===== src/rtl/board_pkg.sv =====
// Shared types, cell encodings and sizing helpers for the board stream link.
package board_pkg;

  localparam int unsigned CELL_W = 2;

  typedef logic [CELL_W-1:0] cell_t;

  localparam cell_t EMPTY = 2'b00;
  localparam cell_t BLACK = 2'b01;
  localparam cell_t WHITE = 2'b10;

  function automatic int unsigned board_bits(input int unsigned n, input int unsigned cw);
    return n * n * cw;
  endfunction

  function automatic int unsigned board_beats(input int unsigned n, input int unsigned cw,
                                              input int unsigned chunk);
    return (board_bits(n, cw) + chunk - 1) / chunk;
  endfunction

  typedef enum logic [1:0] {
    TX_IDLE  = 2'd0,
    TX_SEND  = 2'd1,
    TX_CKSUM = 2'd2
  } tx_state_e;

  typedef enum logic {
    RX_DATA  = 1'b0,
    RX_CKSUM = 1'b1
  } rx_state_e;

endpackage


===== src/rtl/board_stream_cksum.sv =====
// XOR accumulator over W-bit beats; clear has priority over accumulate.
module board_stream_cksum #(
  parameter int unsigned W = 8
) (
  input  logic         clk_i,
  input  logic         rst_n_i,
  input  logic         clr_i,
  input  logic         acc_i,
  input  logic [W-1:0] data_i,
  output logic [W-1:0] sum_o
);

  logic [W-1:0] sum_q, sum_d;

  always_comb begin
    sum_d = sum_q;
    if (clr_i) begin
      sum_d = '0;
    end else if (acc_i) begin
      sum_d = sum_q ^ data_i;
    end
  end

  always_ff @(posedge clk_i or negedge rst_n_i) begin
    if (!rst_n_i) begin
      sum_q <= '0;
    end else begin
      sum_q <= sum_d;
    end
  end

  assign sum_o = sum_q;

endmodule


===== src/rtl/board_stream_link.sv =====
// Packed board <-> CHUNK-bit valid/ready beat stream, TX and RX fully independent.
// Define BOARD_STREAM_CKSUM_EN to append and check a per-frame XOR checksum beat.
module board_stream_link
  import board_pkg::*;
#(
  parameter int unsigned N     = 9,
  parameter int unsigned CW    = 2,
  parameter int unsigned CHUNK = 8
) (
  input  logic                clk_in,
  input  logic                rst_n_in,
  input  logic [N*N*CW-1:0]   tx_board_in,
  input  logic                tx_start_in,
  output logic                tx_busy_out,
  output logic [CHUNK-1:0]    tx_data_out,
  output logic                tx_valid_out,
  input  logic                tx_ready_in,
  input  logic [CHUNK-1:0]    rx_data_in,
  input  logic                rx_valid_in,
  output logic                rx_ready_out,
  input  logic                rx_clear_in,
  output logic [N*N*CW-1:0]   rx_board_out,
  output logic                rx_done_out,
  output logic                rx_err_out
);

  localparam int unsigned BITS    = board_bits(N, CW);
  localparam int unsigned BEATS   = board_beats(N, CW, CHUNK);
  localparam int unsigned FRAME_W = BEATS * CHUNK;
  localparam int unsigned CNT_W   = (BEATS > 1) ? $clog2(BEATS) : 1;
`ifdef BOARD_STREAM_CKSUM_EN
  localparam int unsigned ASM_W   = FRAME_W;
`else
  localparam int unsigned ASM_W   = FRAME_W - CHUNK;
`endif
  localparam logic [CNT_W-1:0] LAST_BEAT = CNT_W'(BEATS - 1);

  tx_state_e            tx_state_q, tx_state_d;
  logic [CNT_W-1:0]     tx_cnt_q, tx_cnt_d;
  logic [FRAME_W-1:0]   tx_shadow_q, tx_shadow_d;
  logic                 tx_busy_q, tx_busy_d;
  logic                 tx_hs;

  rx_state_e            rx_state_q, rx_state_d;
  logic [CNT_W-1:0]     rx_cnt_q, rx_cnt_d;
  logic [ASM_W-1:0]     rx_asm_q, rx_asm_d;
  logic [BITS-1:0]      rx_board_q, rx_board_d;
  logic                 rx_done_q, rx_done_d;
  logic                 rx_ready_q;
  logic                 rx_acc;

  assign tx_hs  = tx_busy_q & tx_ready_in;
  assign rx_acc = rx_valid_in & rx_ready_q;

`ifdef BOARD_STREAM_CKSUM_EN
  logic [CHUNK-1:0] tx_sum, rx_sum;
  logic             rx_err_q, rx_err_d;

  board_stream_cksum #(.W(CHUNK)) u_tx_cksum (
    .clk_i   (clk_in),
    .rst_n_i (rst_n_in),
    .clr_i   ((tx_state_q == TX_IDLE) & tx_start_in),
    .acc_i   ((tx_state_q == TX_SEND) & tx_hs),
    .data_i  (tx_shadow_q[CHUNK-1:0]),
    .sum_o   (tx_sum)
  );

  board_stream_cksum #(.W(CHUNK)) u_rx_cksum (
    .clk_i   (clk_in),
    .rst_n_i (rst_n_in),
    .clr_i   (rx_clear_in | (rx_acc & (rx_state_q == RX_CKSUM))),
    .acc_i   (rx_acc & ~rx_clear_in & (rx_state_q == RX_DATA)),
    .data_i  (rx_data_in),
    .sum_o   (rx_sum)
  );
`endif

  // TX: the shadow register shifts down one beat per handshake, so its low CHUNK bits are the beat on the wire.
  always_comb begin
    tx_state_d  = tx_state_q;
    tx_cnt_d    = tx_cnt_q;
    tx_shadow_d = tx_shadow_q;
    case (tx_state_q)
      TX_IDLE: begin
        if (tx_start_in) begin
          tx_shadow_d = FRAME_W'(tx_board_in);
          tx_cnt_d    = '0;
          tx_state_d  = TX_SEND;
        end
      end
      TX_SEND: begin
        if (tx_hs) begin
          tx_cnt_d    = tx_cnt_q + CNT_W'(1);
          tx_shadow_d = tx_shadow_q >> CHUNK;
          if (tx_cnt_q == LAST_BEAT) begin
`ifdef BOARD_STREAM_CKSUM_EN
            tx_state_d                = TX_CKSUM;
            tx_shadow_d[CHUNK-1:0]    = tx_sum ^ tx_shadow_q[CHUNK-1:0];
`else
            tx_state_d                = TX_IDLE;
`endif
          end
        end
      end
      TX_CKSUM: begin
        if (tx_hs) begin
          tx_state_d = TX_IDLE;
        end
      end
      default: tx_state_d = TX_IDLE;
    endcase
    tx_busy_d = (tx_state_d != TX_IDLE);
  end

  always_ff @(posedge clk_in or negedge rst_n_in) begin
    if (!rst_n_in) begin
      tx_state_q  <= TX_IDLE;
      tx_cnt_q    <= '0;
      tx_shadow_q <= '0;
      tx_busy_q   <= 1'b0;
    end else begin
      tx_state_q  <= tx_state_d;
      tx_cnt_q    <= tx_cnt_d;
      tx_shadow_q <= tx_shadow_d;
      tx_busy_q   <= tx_busy_d;
    end
  end

  // RX: beats shift in from the top; clear drops any coincident beat.
  always_comb begin
    rx_state_d = rx_state_q;
    rx_cnt_d   = rx_cnt_q;
    rx_asm_d   = rx_asm_q;
    rx_board_d = rx_board_q;
    rx_done_d  = 1'b0;
`ifdef BOARD_STREAM_CKSUM_EN
    rx_err_d   = 1'b0;
`endif
    if (rx_clear_in) begin
      rx_cnt_d   = '0;
      rx_state_d = RX_DATA;
    end else if (rx_acc) begin
      case (rx_state_q)
        RX_DATA: begin
          rx_asm_d = (rx_asm_q >> CHUNK) | (ASM_W'(rx_data_in) << (ASM_W - CHUNK));
          if (rx_cnt_q == LAST_BEAT) begin
            rx_cnt_d = '0;
`ifdef BOARD_STREAM_CKSUM_EN
            rx_state_d = RX_CKSUM;
`else
            rx_board_d = BITS'({rx_data_in, rx_asm_q});
            rx_done_d  = 1'b1;
`endif
          end else begin
            rx_cnt_d = rx_cnt_q + CNT_W'(1);
          end
        end
        default: begin
          rx_state_d = RX_DATA;
`ifdef BOARD_STREAM_CKSUM_EN
          if (rx_data_in == rx_sum) begin
            rx_board_d = BITS'(rx_asm_q);
            rx_done_d  = 1'b1;
          end else begin
            rx_err_d   = 1'b1;
          end
`endif
        end
      endcase
    end
  end

  always_ff @(posedge clk_in or negedge rst_n_in) begin
    if (!rst_n_in) begin
      rx_state_q <= RX_DATA;
      rx_cnt_q   <= '0;
      rx_asm_q   <= '0;
      rx_board_q <= '0;
      rx_done_q  <= 1'b0;
      rx_ready_q <= 1'b0;
    end else begin
      rx_state_q <= rx_state_d;
      rx_cnt_q   <= rx_cnt_d;
      rx_asm_q   <= rx_asm_d;
      rx_board_q <= rx_board_d;
      rx_done_q  <= rx_done_d;
      rx_ready_q <= 1'b1;
    end
  end

`ifdef BOARD_STREAM_CKSUM_EN
  always_ff @(posedge clk_in or negedge rst_n_in) begin
    if (!rst_n_in) begin
      rx_err_q <= 1'b0;
    end else begin
      rx_err_q <= rx_err_d;
    end
  end
  assign rx_err_out = rx_err_q;
`else
  assign rx_err_out = 1'b0;
`endif

  assign tx_busy_out  = tx_busy_q;
  assign tx_valid_out = tx_busy_q;
  assign tx_data_out  = tx_shadow_q[CHUNK-1:0];
  assign rx_ready_out = rx_ready_q;
  assign rx_board_out = rx_board_q;
  assign rx_done_out  = rx_done_q;

endmodule


===== config.mk =====
export PLATFORM = sky130hd
export DESIGN_NAME = board_stream_link
export DESIGN_NICKNAME = d
export VERILOG_FILES = /design/src/rtl/board_pkg.sv /design/src/rtl/board_stream_cksum.sv /design/src/rtl/board_stream_link.sv
export SDC_FILE = /design/constraint.sdc
export NUM_CORES = 1
export LEC_CHECK = 0
export CAP_MARGIN = 30
export CORE_MARGIN = 10
export CORE_UTILIZATION = 55
export DETAILED_ROUTE_END_ITERATION = 6
export PLACE_DENSITY = 0.85
export SLEW_MARGIN = 20
export SYNTH_ARGS = -nofsm -noshare
export SYNTH_HDL_FRONTEND = slang
export SYNTH_SLANG_ARGS = --single-unit
export TNS_END_PERCENT = 50

===== constraint.sdc =====
create_clock -name clk_in -period 3.9 [get_ports clk_in]
set_input_delay 0.585 -clock clk_in [delete_from_list [all_inputs] [get_ports clk_in]]
set_output_delay 0.585 -clock clk_in [all_outputs]
set_load 0.005 [all_outputs]

# == Word level (Yosys, flattened, before mapping) ==
# Cells that the tools add are included.
# word_totals
ff_bits,506
inputBits,176
out_inout_bits,175
word_cells,53
# op_classes
addsub,2
eq_ne,7
mux,21
n_bitwise,5
reduce_logical,8
# ops
op,n
two-way mux 168 bit,2
one-hot mux 168 bit (2 select lines),1
bitwise OR 152 x 160 -> 160 bit,1
two-way mux 5 bit,6
adder 5 x 1 -> 5 bit (second input constant),2
equality test 5 bit (second input constant),2
one-hot mux 5 bit (2 select lines),1
two-way mux 2 bit,4
two-way mux 1 bit,6
inequality test 2 bit (second input constant),3
one-hot mux 2 bit (3 select lines),1
AND reduction 3 bit,2
nonzero test 2 bit,3
AND reduction 4 bit,1
AND 1 bit,2
equality test 2 x 1 -> 1 bit (second input constant),1
equality test 2 bit (second input constant),1
logical NOT 2 bit,1
NOT 1 bit,2
AND reduction 2 bit,1

# == Depth between registers and ports, before layout ==
# Gate-level depths: netlist (run 1).
# depth
depth_word,5
mapped_depth,7
depth_no_buf,5

# == Least setup slack after synthesis (run 1) ==
# Ideal clock, no wire load.
# synth_path
path_type,input-to-reg
from,input rx_clear_in
to,register rx_board_q[100] (netlist: rx_board_out[100])
setup_time_ps,127
arrival_time_ps,1639
required_time_ps,3773
slack_ps,2134
path_stages,6
n_path_buf,3
path_cell_list,nand3b_1 buf_2 nor2_4 buf_6 buf_6 mux2_1
# synth_via
elab_chain_cells,2
# synth_lines
element,line,text
"start, declared",board_stream_link.sv:21,"input logic rx_clear_in,"
NOT 1 bit (no source line),-,
AND reduction 4 bit (no source line),-,
"end signal, assigned",board_stream_link.sv:185,rx_board_q <= rx_board_d;
"end, declared",board_stream_link.sv:47,"logic [BITS-1:0] rx_board_q, rx_board_d;"
# Every way passes these cells.
# A chain may end at the register's enable or synchronous reset.

# == Worst setup path in the final report (run 1) ==
# layout_path
from,register tx_state_q[1]
to,register tx_shadow_q[48]
# layout_via
elab_chain_cells,3
elab_cells_between_ends,7
cone_classes,eq/ne: 3; mux: 1; reduce/logical: 3
# layout_lines
element,line,text
"start, declared",board_stream_link.sv:38,"tx_state_e tx_state_q, tx_state_d;"
"start signal, assigned",board_stream_link.sv:122,tx_state_q <= tx_state_d;
equality test 2 x 1 -> 1 bit or logical NOT 2 bit (tied branches),board_stream_link.sv:83,case (tx_state_q)
inequality test 2 bit (no source line) or nonzero test 2 bit (tied branches),-,
AND reduction 3 bit (no source line),-,
"end signal, assigned",board_stream_link.sv:124,tx_shadow_q <= tx_shadow_d;
"end, declared",board_stream_link.sv:40,"logic [FRAME_W-1:0] tx_shadow_q, tx_shadow_d;"
# Several ways; a longest one is shown, not always the timed one.

==> impl_metrics.tcl, run 1 <==
set metrics [dict create \
    io_buffers 349 \
    n_fill_cell 2437 \
    slew_headroom 0.3517 \
    comb_power_share 0.147 \
    ir_worst_vdd_mv 0.5173 \
    first_pass_iters 7 \
    route.detailed.drc 0 \
    p_leak_nw 12.85 \
    sequentialPowerShare 0.498 \
    ys_seq_area_frac 0.6123 \
    synth.yosys.warnings 0 \
    slowest_delay_ns 0.84 \
    wl_per_cell_um 22.01 \
    syn_inst 1463 \
    cts-hold-fix-buffers 0 \
    finalCritPeriodShare 0.6649 \
    fin_total_pwr_mw 13.85 \
    die_y_um 212.6 \
    switching_share 0.2676 \
    rows 70 \
    worst_ep_required_time_ns 4.38 \
    syn-cell-area_um2 20390 \
    rsz0062_at_grt "no" \
    max_freq_mhz 385.6 \
    insertion_delay_ns 0.58 \
    cts_root_buf "clkbuf_16" \
    start_util 0.5570 \
    grt_remaining_overflow 0 \
    crit_path_cell_trace "nand4b_1 > buf_4 > buf_4 > nand3_1 > o21ai_0" \
    ys_ff_latch 499 \
    clkPwrFrac 0.354 \
    cts_resized 0 \
    p_per_area_nw_per_um2 535.5 \
    fin_tns_setup_ns 0 \
    place_inst 2199 \
    layout-drive-gt1-share 0.2095 \
    cpMaxStageDelayCell "buf_4" \
    slew_violations 0 \
    synth_area_leader_cell "dfrtp_1" \
    status "finished, final reports clean" \
    core_area_um2 36610 \
    postSynth.asyncResetShare 1.000 \
    hold_violations 0 \
    cts_tree "yes" \
    ant_nets 0 \
    startpoint_type "flop" \
    p_int_mw 10.14 \
    wirelength_um 50490 \
    grt_pass1_wl_um 79450 \
    dpl.hpwl_um 34170 \
    postCtsSetupRepairBufs 0 \
    period_needed_ns 2.593 \
    htreeDepth 2 \
    fin_cells 2294 \
    cp-end-kind "flop" \
    cp_common_cell "buf_4" \
    die_w_um 212.6 \
    synth.top_cell.area_share 0.6123 \
    drt_iter0_drc 761 \
    regToRegSetupSlack_ns 1.31 \
    grt_pass1_vias 14010 \
    synthFlopType "dfrtp_1" \
    synth_edf_count 0 \
    path_class "flop to flop" \
    switchingPower_mw 3.706 \
    cts_made_buffers 50 \
    synth_area_leaders "dfrtp_1, mux2_2, mux2i_1" \
    grt_start_max_net_pins 161 \
    crit_fanout 93 \
    worstPathArrival_ns 3.07 \
    avgSynthCellArea_um2 13.94 \
    antenna_found_initial 4 \
    area_growth_pct 26.82 \
    worstMarginPinSlew_ns 0.9725 \
    routed_via_density 5.687 \
    cap_violations 0 \
    fin_worst_skew_ns 0.01987 \
    setup_viol 0 \
    synthDistinctLibCells 31 \
    clkSinkCount 499 \
    track_usage 0.2219 \
    clk_pin_slew_worst_paths_ns 0.06 \
    hp-class "input pin to async pin" \
    gp_congestion 0.8227 \
    vias 13050 \
    synth_fp_nets 1643 \
    cts_buffer_depth 3 \
    die_area_um2 45180 \
    hold_ws_ns 0.1323 \
    nets 1963 \
    fin_util 0.7064 \
    num_io_pins 351 \
]
stage by stage:
step	setup WS, ns	cell area [um^2]
2_1_floorplan	2.134	20390
3_3_place_gp	0.9962	24120
3_5_place_dp	0.9006	24140
4_1_cts	1.386	25850
5_1_grt	1.143	25860
6_report	1.307	25860
synthesized netlist by cell type (2+ instances only):
| cell type | instances |
|---|---|
| o21ai_0 | 104 |
| buf_4 | 26 |
| a22o_1 | 9 |
| clkbuf_4 | 3 |
| a21oi_1 | 4 |
| nand4_1 | 2 |
| mux2_1 | 69 |
| nand4b_1 | 3 |
| buf_1 | 10 |
| ha_1 | 4 |
| buf_6 | 18 |
| mux2i_1 | 155 |
| o21ai_1 | 53 |
| conb_1 | 2 |
| a31oi_1 | 2 |
| nand3_1 | 160 |
| buf_2 | 39 |
| nand3b_1 | 3 |
| nand2_1 | 10 |
| or3_1 | 2 |
| mux2_2 | 255 |
| nor2_4 | 2 |
| inv_1 | 5 |
| dfrtp_1 | 499 |
| clkbuf_1 | 18 |
power by group through the flow:
stage,Clock [mW],Sequential [mW],Combinational (mW)
after floorplan,0,6.67,1.42
after global placement,0,6.89,1.93
after detailed placement,0,6.96,2.04
after CTS,5.00,6.89,2.06
after global routing,5.21,7.01,2.30
final,4.91,6.90,2.04
path summary, 6_finish.rpt:
check,from,to,depth (start not counted)
worst max-delay path,tx_state_q[1],tx_shadow_q[48],5
worst max register to register,tx_state_q[1],tx_shadow_q[48],5
min in group clk_in,rx_board_out[154],rx_board_out[154],1
worst min-delay path,rst_n_in,tx_shadow_q[8],1
worst min register to register,rx_board_out[154],rx_board_out[154],1
max in group asynchronous,rst_n_in,rx_asm_q[28],3
cells by family (layout without fill, tap and decap cells):
kind of cell	count (synthesis)	in the layout	share of synthesized area
DFF	499	499	0.6123
muxes	479	479	0.2550
and+or+nand+nor	188	188	0.04964
AOI/OAI and AO/OA	172	172	0.04399
buffers and inverters	119	479	0.03626
adders and majority gates	4	4	0.002454
other	2	5	0.0003683
flip-flops by register name, summed over array words and instances, names as in the netlist:
name and flops:
rx_board_out 162, rx_done_out 1, rx_cnt_q 5, tx_state_q 2, rx_asm_q 160, tx_cnt_q 5
rx_ready_out 1, tx_shadow_q 162, tx_busy_out 1
routing by layer:
metal  share of wire  vias to the layer above  GRT usage
met3           0.067                       91    0.05581
met2            0.51                      374     0.3755
li1                -                     5896          -
met5         0.00022                        -          0
met1            0.39                     6684     0.2680
met4           0.029                        2    0.08518
final cells by class:
class                   instances  area [um^2]  area share
flip-flops and latches        499        12490      0.4828
multi-input cells             845         7177      0.2775
repair buffers                382         3871      0.1497
clock buffers                  69         1464     0.05660
well taps                     468        585.6     0.02264
clock inverters                23        251.5    0.009724
inverters                       5        18.77   0.0007257
diodes                          3        7.507   0.0002903
critical path, delay by kind of cell (launching register included):
kind,cells,cell delay [ns]
flops,1,0.51
compound gates,1,0.14
simple gates,2,0.40
buf+inv,2,1.40
placed cells by master (no fill, tap or decap), types with 2 or more instances in the layout:
master           Yosys  final
a21oi_1              4      4
a22o_1               9      9
a31oi_1              2      2
buf_12               0     10
buf_4               26     23
bufinv_16            0      4
clkbuf_1            18      6
clkbuf_16            0     51
clkbuf_8             0     12
clkdlybuf4s50_1      0    348
clkinv_2             0     12
clkinv_8             0      2
clkinvlp_4           0      4
conb_1               2      2
dfrtp_1            499    499
diode_2              0      3
ha_1                 4      4
inv_1                5      5
mux2_1              69     69
mux2_2             255    255
mux2i_1            155    155
nand2_1             10     10
nand3_1            160    160
nand3b_1             3      3
nand4_1              2      2
nand4b_1             3      3
nor2_4               2      2
o21ai_0            104    104
o21ai_1             53     53
or3_1                2      2
Note: power is estimated with default switching activity, not from simulation.
==> run 2: changes to the inputs <==
Settings changed: CORE_UTILIZATION 55 to 53, PLACE_DENSITY 0.85 to 0.82.
Clock period 3.9 ns to 2.62 ns, I/O delays scaled along.
==> run 2 against run 1 <==
Via count increased by 0.13%. Clock-buffer cell count increased by 7. Critical path depth increased by 2. Sequential power increased by 49%. Routed wire length increased by 0.96%. Global-route usage decreased by 0.47 points. Combinational power increased by 50%. Largest cell class unchanged.
==> impl_metrics.tcl, run 2 (same netlist as run 1, synthesis figures left out) <==
set metrics [dict create \
    slowest_delay_ns 0.41 \
    status "finished, final reports clean" \
    rows 71 \
    period_needed_ns 2.032 \
    vias 13060 \
    p_leak_nw 13.00 \
    crit_path_cell_trace "inv_1 > ha_1 > nand4b_4 > nor2_4 > buf_12 > buf_4 > mux2_2" \
    grt_pass1_wl_um 81770 \
    final_common_cell "dfrtp_1" \
    worstPathArrival_ns 2.49 \
    crit_fanout 17 \
    track_usage 0.2172 \
    finalCritPeriodShare 0.7756 \
    worst_ep_required_time_ns 3.08 \
    drt_iter0_drc 821 \
    die_area_um2 46720 \
    cts-hold-fix-buffers 1 \
    wl_per_cell_um 21.57 \
    r2r_start "rx_cnt_q[0]" \
    cp-end-kind "flop" \
    place_inst 2260 \
    cpMaxStageDelayCell "dfrtp_1" \
    path_class "flop to flop" \
    wirelength_um 50970 \
    r2r_end "rx_board_out[81]" \
    sequentialPowerShare 0.494 \
    clkSinkCount 499 \
    fin_worst_skew_ns 0.01552 \
    worstMarginPinSlew_ns 0.7370 \
    comb_power_share 0.148 \
    postCtsSetupRepairBufs 0 \
    regToRegSetupSlack_ns 0.59 \
    clk_pin_slew_worst_paths_ns 0.06 \
    hold_violations 0 \
    routed_via_density 5.529 \
    switchingPower_mw 5.505 \
    ant_nets 0 \
    dpl.hpwl_um 35450 \
    hp-class "input pin to async pin" \
    final_cell_mix "dfrtp_1, clkdlybuf4s50_1, mux2_2" \
    htreeDepth 2 \
    cts_resized 0 \
    nets 1983 \
    io_buffers 349 \
    cts_buffer_depth 3 \
    setup_viol 0 \
    p_per_area_nw_per_um2 791.7 \
    num_io_pins 351 \
    cts_root_buf "clkbuf_16" \
    area_growth_pct 28.57 \
    slew_headroom 0.5087 \
    fin_total_pwr_mw 20.76 \
    layout-drive-gt1-share 0.2154 \
    switching_share 0.2652 \
    p_int_mw 15.25 \
    antenna_found_initial 9 \
    rsz0062_at_grt "no" \
    fin_cells 2363 \
    ir_worst_vdd_mv 0.5821 \
    gp_congestion 0.8316 \
    clkPwrFrac 0.358 \
    max_freq_mhz 492.1 \
    core_area_um2 37840 \
    startpoint_type "flop" \
    die_y_um 216.2 \
    cap_violations 0 \
    ff2ff_path_depth 7 \
    cts_made_buffers 51 \
    hold_ws_ns 0.3561 \
    first_pass_iters 5 \
    grt_start_max_net_pins 148 \
    grt_remaining_overflow 0 \
    insertion_delay_ns 0.59 \
    fin_tns_setup_ns 0 \
    grt_pass1_vias 14170 \
    cts_tree "yes" \
    die_w_um 216.2 \
    slew_violations 0 \
    route.detailed.drc 0 \
    start_util 0.5389 \
]
[run 2: power groups by stage]
stage | Sequential [mW] | Clock, mW | Combinational [mW]
finish | 10.3 | 7.43 | 3.07
global route | 10.4 | 7.88 | 3.46
CTS | 10.2 | 7.55 | 3.11
detailed placement | 10.4 | 0 | 3.07
global placement | 10.3 | 0 | 2.92
floorplan | 9.94 | 0 | 2.12
[run 2: worst max-delay path by stage]
stage / endpoint / start
floorplan: rx_board_out[100] / rx_cnt_q[0]
global placement: rx_asm_q[56] / rx_clear_in
detailed placement: rx_asm_q[142] / rx_clear_in
CTS: rx_board_out[81] / rx_cnt_q[0]
global route: rx_board_out[81] / rx_cnt_q[0]
finish: rx_board_out[81] / rx_cnt_q[0]
[run 2: layout make-up]
cell class / count / area (um^2)
sequential: 499 / 12490
fill: 2594 / 11620
multi-input combinational: 845 / 7177
timing repair buffer: 401 / 4141
clock buffer: 76 / 1531
tap: 511 / 639.4
clock inverter: 17 / 202.7
antenna: 9 / 22.52
inverter: 5 / 18.77
[run 2: per-stage QoR]
| stage | area [um^2] | worst slack, ns | utilization |
|---|---|---|---|
| global route | 26220 | 0.5151 | 0.6928 |
| CTS | 26200 | 0.5890 | 0.6923 |
| finish | 26220 | 0.5878 | 0.6929 |
| global placement | 24450 | 0.2489 | 0.6462 |
| detailed placement | 24450 | 0.1910 | 0.6462 |
| floorplan | 20390 | 0.9113 | - |
[run 2: per-layer routing]
metal  track usage  part of all wire  up-vias
met5             0                 0        -
met4       0.08390             0.030        0
met3       0.04582             0.051       96
met2        0.3648              0.51      312
met1        0.2710              0.41     6712
li1              -                 -     5944
[run 2: worst max-delay path, delay by kind of cell (launching register included)]
family,cells,cell delay [ns]
AND/OR/NAND/NOR,2,0.36
adder cells (fa/ha/maj),1,0.20
buffers and inverters,3,0.55
flip-flops,1,0.41
multiplexers,1,0.38
==> run 3: changes to the inputs <==
Clock period 2.62 ns to 2.1 ns, I/O delays scaled along.
==> run 3 against run 2 <==
Clock power grew 20%. Sequential cell count stayed put. Combinational power increased by 26%. Critical path type unchanged. Total power is 23% higher. First-iteration DRC count rose by 1.5%. Worst setup slack got worse by 0.44 ns. Final cell count grew 0.42%. Fmax up 4.1%. Critical path depth unchanged. Die area unchanged.
==> impl_metrics.tcl, run 3 (same netlist as run 1, synthesis figures left out) <==
set metrics [dict create \
    crit_fanout 27 \
    gp_congestion 0.8402 \
    wl_per_cell_um 21.53 \
    n_fill_cell 2617 \
    first_pass_iters 5 \
    drt_iter0_drc 833 \
    die_area_um2 46720 \
    die_w_um 216.2 \
    startpoint_type "flop" \
    fin_cells 2373 \
    postCtsSetupRepairBufs 0 \
    io_buffers 349 \
    die_y_um 216.2 \
    hp-class "input pin to async pin" \
    grt_pass1_wl_um 81460 \
    p_per_area_nw_per_um2 973.7 \
    slew_violations 0 \
    cts_tree "yes" \
    rows 71 \
    cts_made_buffers 49 \
    place_inst 2278 \
    hold_violations 0 \
    cts_root_buf "clkbuf_16" \
    slew_headroom 0.6598 \
    core_area_um2 37840 \
    path_class "flop to flop" \
    cts-hold-fix-buffers 1 \
    finalCritPeriodShare 0.9300 \
    dpl.hpwl_um 35830 \
    worstPathArrival_ns 2.40 \
    wirelength_um 51080 \
    ant_nets 0 \
    rsz0062_at_grt "no" \
    final_common_cell "dfrtp_1" \
    antenna_found_initial 8 \
    regToRegSetupSlack_ns 0.15 \
    layout-drive-gt1-share 0.2216 \
    r2r_start "rx_cnt_q[0]" \
    htreeDepth 2 \
    start_util 0.5389 \
    worst_ep_required_time_ns 2.55 \
    route.detailed.drc 0 \
    vias 13180 \
    worstMarginPinSlew_ns 0.5092 \
    status "finished, final reports clean" \
    track_usage 0.2159 \
    ir_worst_vdd_mv 0.6623 \
    period_needed_ns 1.953 \
    nets 1999 \
    r2r_end "rx_board_out[149]" \
    grt_pass1_vias 14220 \
    area_growth_pct 28.87 \
    max_freq_mhz 512.0 \
    cp-end-kind "flop" \
    grt_start_max_net_pins 91 \
    num_io_pins 351 \
    clk_pin_slew_worst_paths_ns 0.06 \
    fin_util 0.6944 \
    routed_via_density 5.554 \
    setup_viol 0 \
    cts_buffer_depth 3 \
    final_cell_mix "dfrtp_1, clkdlybuf4s50_1, mux2_2" \
    fin_worst_skew_ns 0.01847 \
    cts_resized 0 \
    seqCellArea_um2 12490 \
    p_leak_nw 13.06 \
    grt_remaining_overflow 0 \
    multiInputGateArea_um2 7177 \
    clkSinkCount 499 \
    cap_violations 0 \
    ff2ff_path_depth 7 \
    insertion_delay_ns 0.57 \
]
[run 3: cell types whose count changed in the layout (fill, tap and decap cells not counted), sizes merged]
cell      previous run  this run
buf                 52        70
clkbuf              76        73
diode                9         7
bufinv               4         3
clkinv              11        10
clkinvlp             1         0
[run 3: worst max-delay path by stage]
stage | endpoint | slack [ns] | cells past startpoint | start
final | rx_board_out[149] | 0.15 | 7 | rx_cnt_q[0]
after global routing | rx_board_out[20] | 0.06 | 7 | rx_cnt_q[0]
after CTS | rx_board_out[149] | 0.15 | 7 | rx_cnt_q[0]
after detailed placement | rx_board_out[149] | -0.11 | 6 | rx_clear_in
after global placement | rx_board_out[33] | -0.03 | 6 | rx_clear_in
after floorplan | rx_board_out[100] | 0.39 | 7 | rx_cnt_q[0]
[run 3: where the power goes]
group          leakage [nW]  internal, mW  switching [mW]
clock                 0.823          5.26            3.65
sequential             6.71          11.5            1.34
combinational          5.53          2.05            1.81
total                  13.1          18.8            6.80
[run 3: critical path, stage by stage, from the launching register on]
cell      delay [ns]
dfrtp_1         0.41
inv_1           0.10
ha_1            0.19
nand4b_4        0.15
nor2_4          0.20
buf_12          0.19
buf_12          0.21
mux2_1          0.38
[run 3: final cells by class]
| cell class | instances | area share |
|---|---|---|
| antenna | 7 | 0.0006665 |
| clock buffer | 73 | 0.05661 |
| clock inverter | 14 | 0.006237 |
| inverter | 5 | 0.0007141 |
| multi-input combinational | 845 | 0.2731 |
| sequential | 499 | 0.4751 |
| tap | 511 | 0.02433 |
| timing repair buffer | 419 | 0.1632 |
[run 3: per-stage QoR]
stage	hold slack, ns	setup TNS (ns)	setup WS, ns	total power [mW]	area, um^2
after global placement	0.2703	-0.3041	-0.02534	16.50	24600
final	0.2656	0	0.1470	25.59	26280
after CTS	0.2563	0	0.1497	25.78	26260
after global routing	0.2922	0	0.06071	26.84	26280
after floorplan	0.01941	0	0.3913	15.04	20390
after detailed placement	0.2719	-5.896	-0.1116	16.79	24600
[run 3: per-layer routing]
layer,up-vias,share of wire,global-route usage,routed length [um]
li1,5970,-,-,-
met1,6797,0.42,0.2724,21270
met2,339,0.51,0.3615,25890
met3,72,0.054,0.04666,2733
met4,2,0.023,0.07621,1181
met5,-,0.00025,0,13
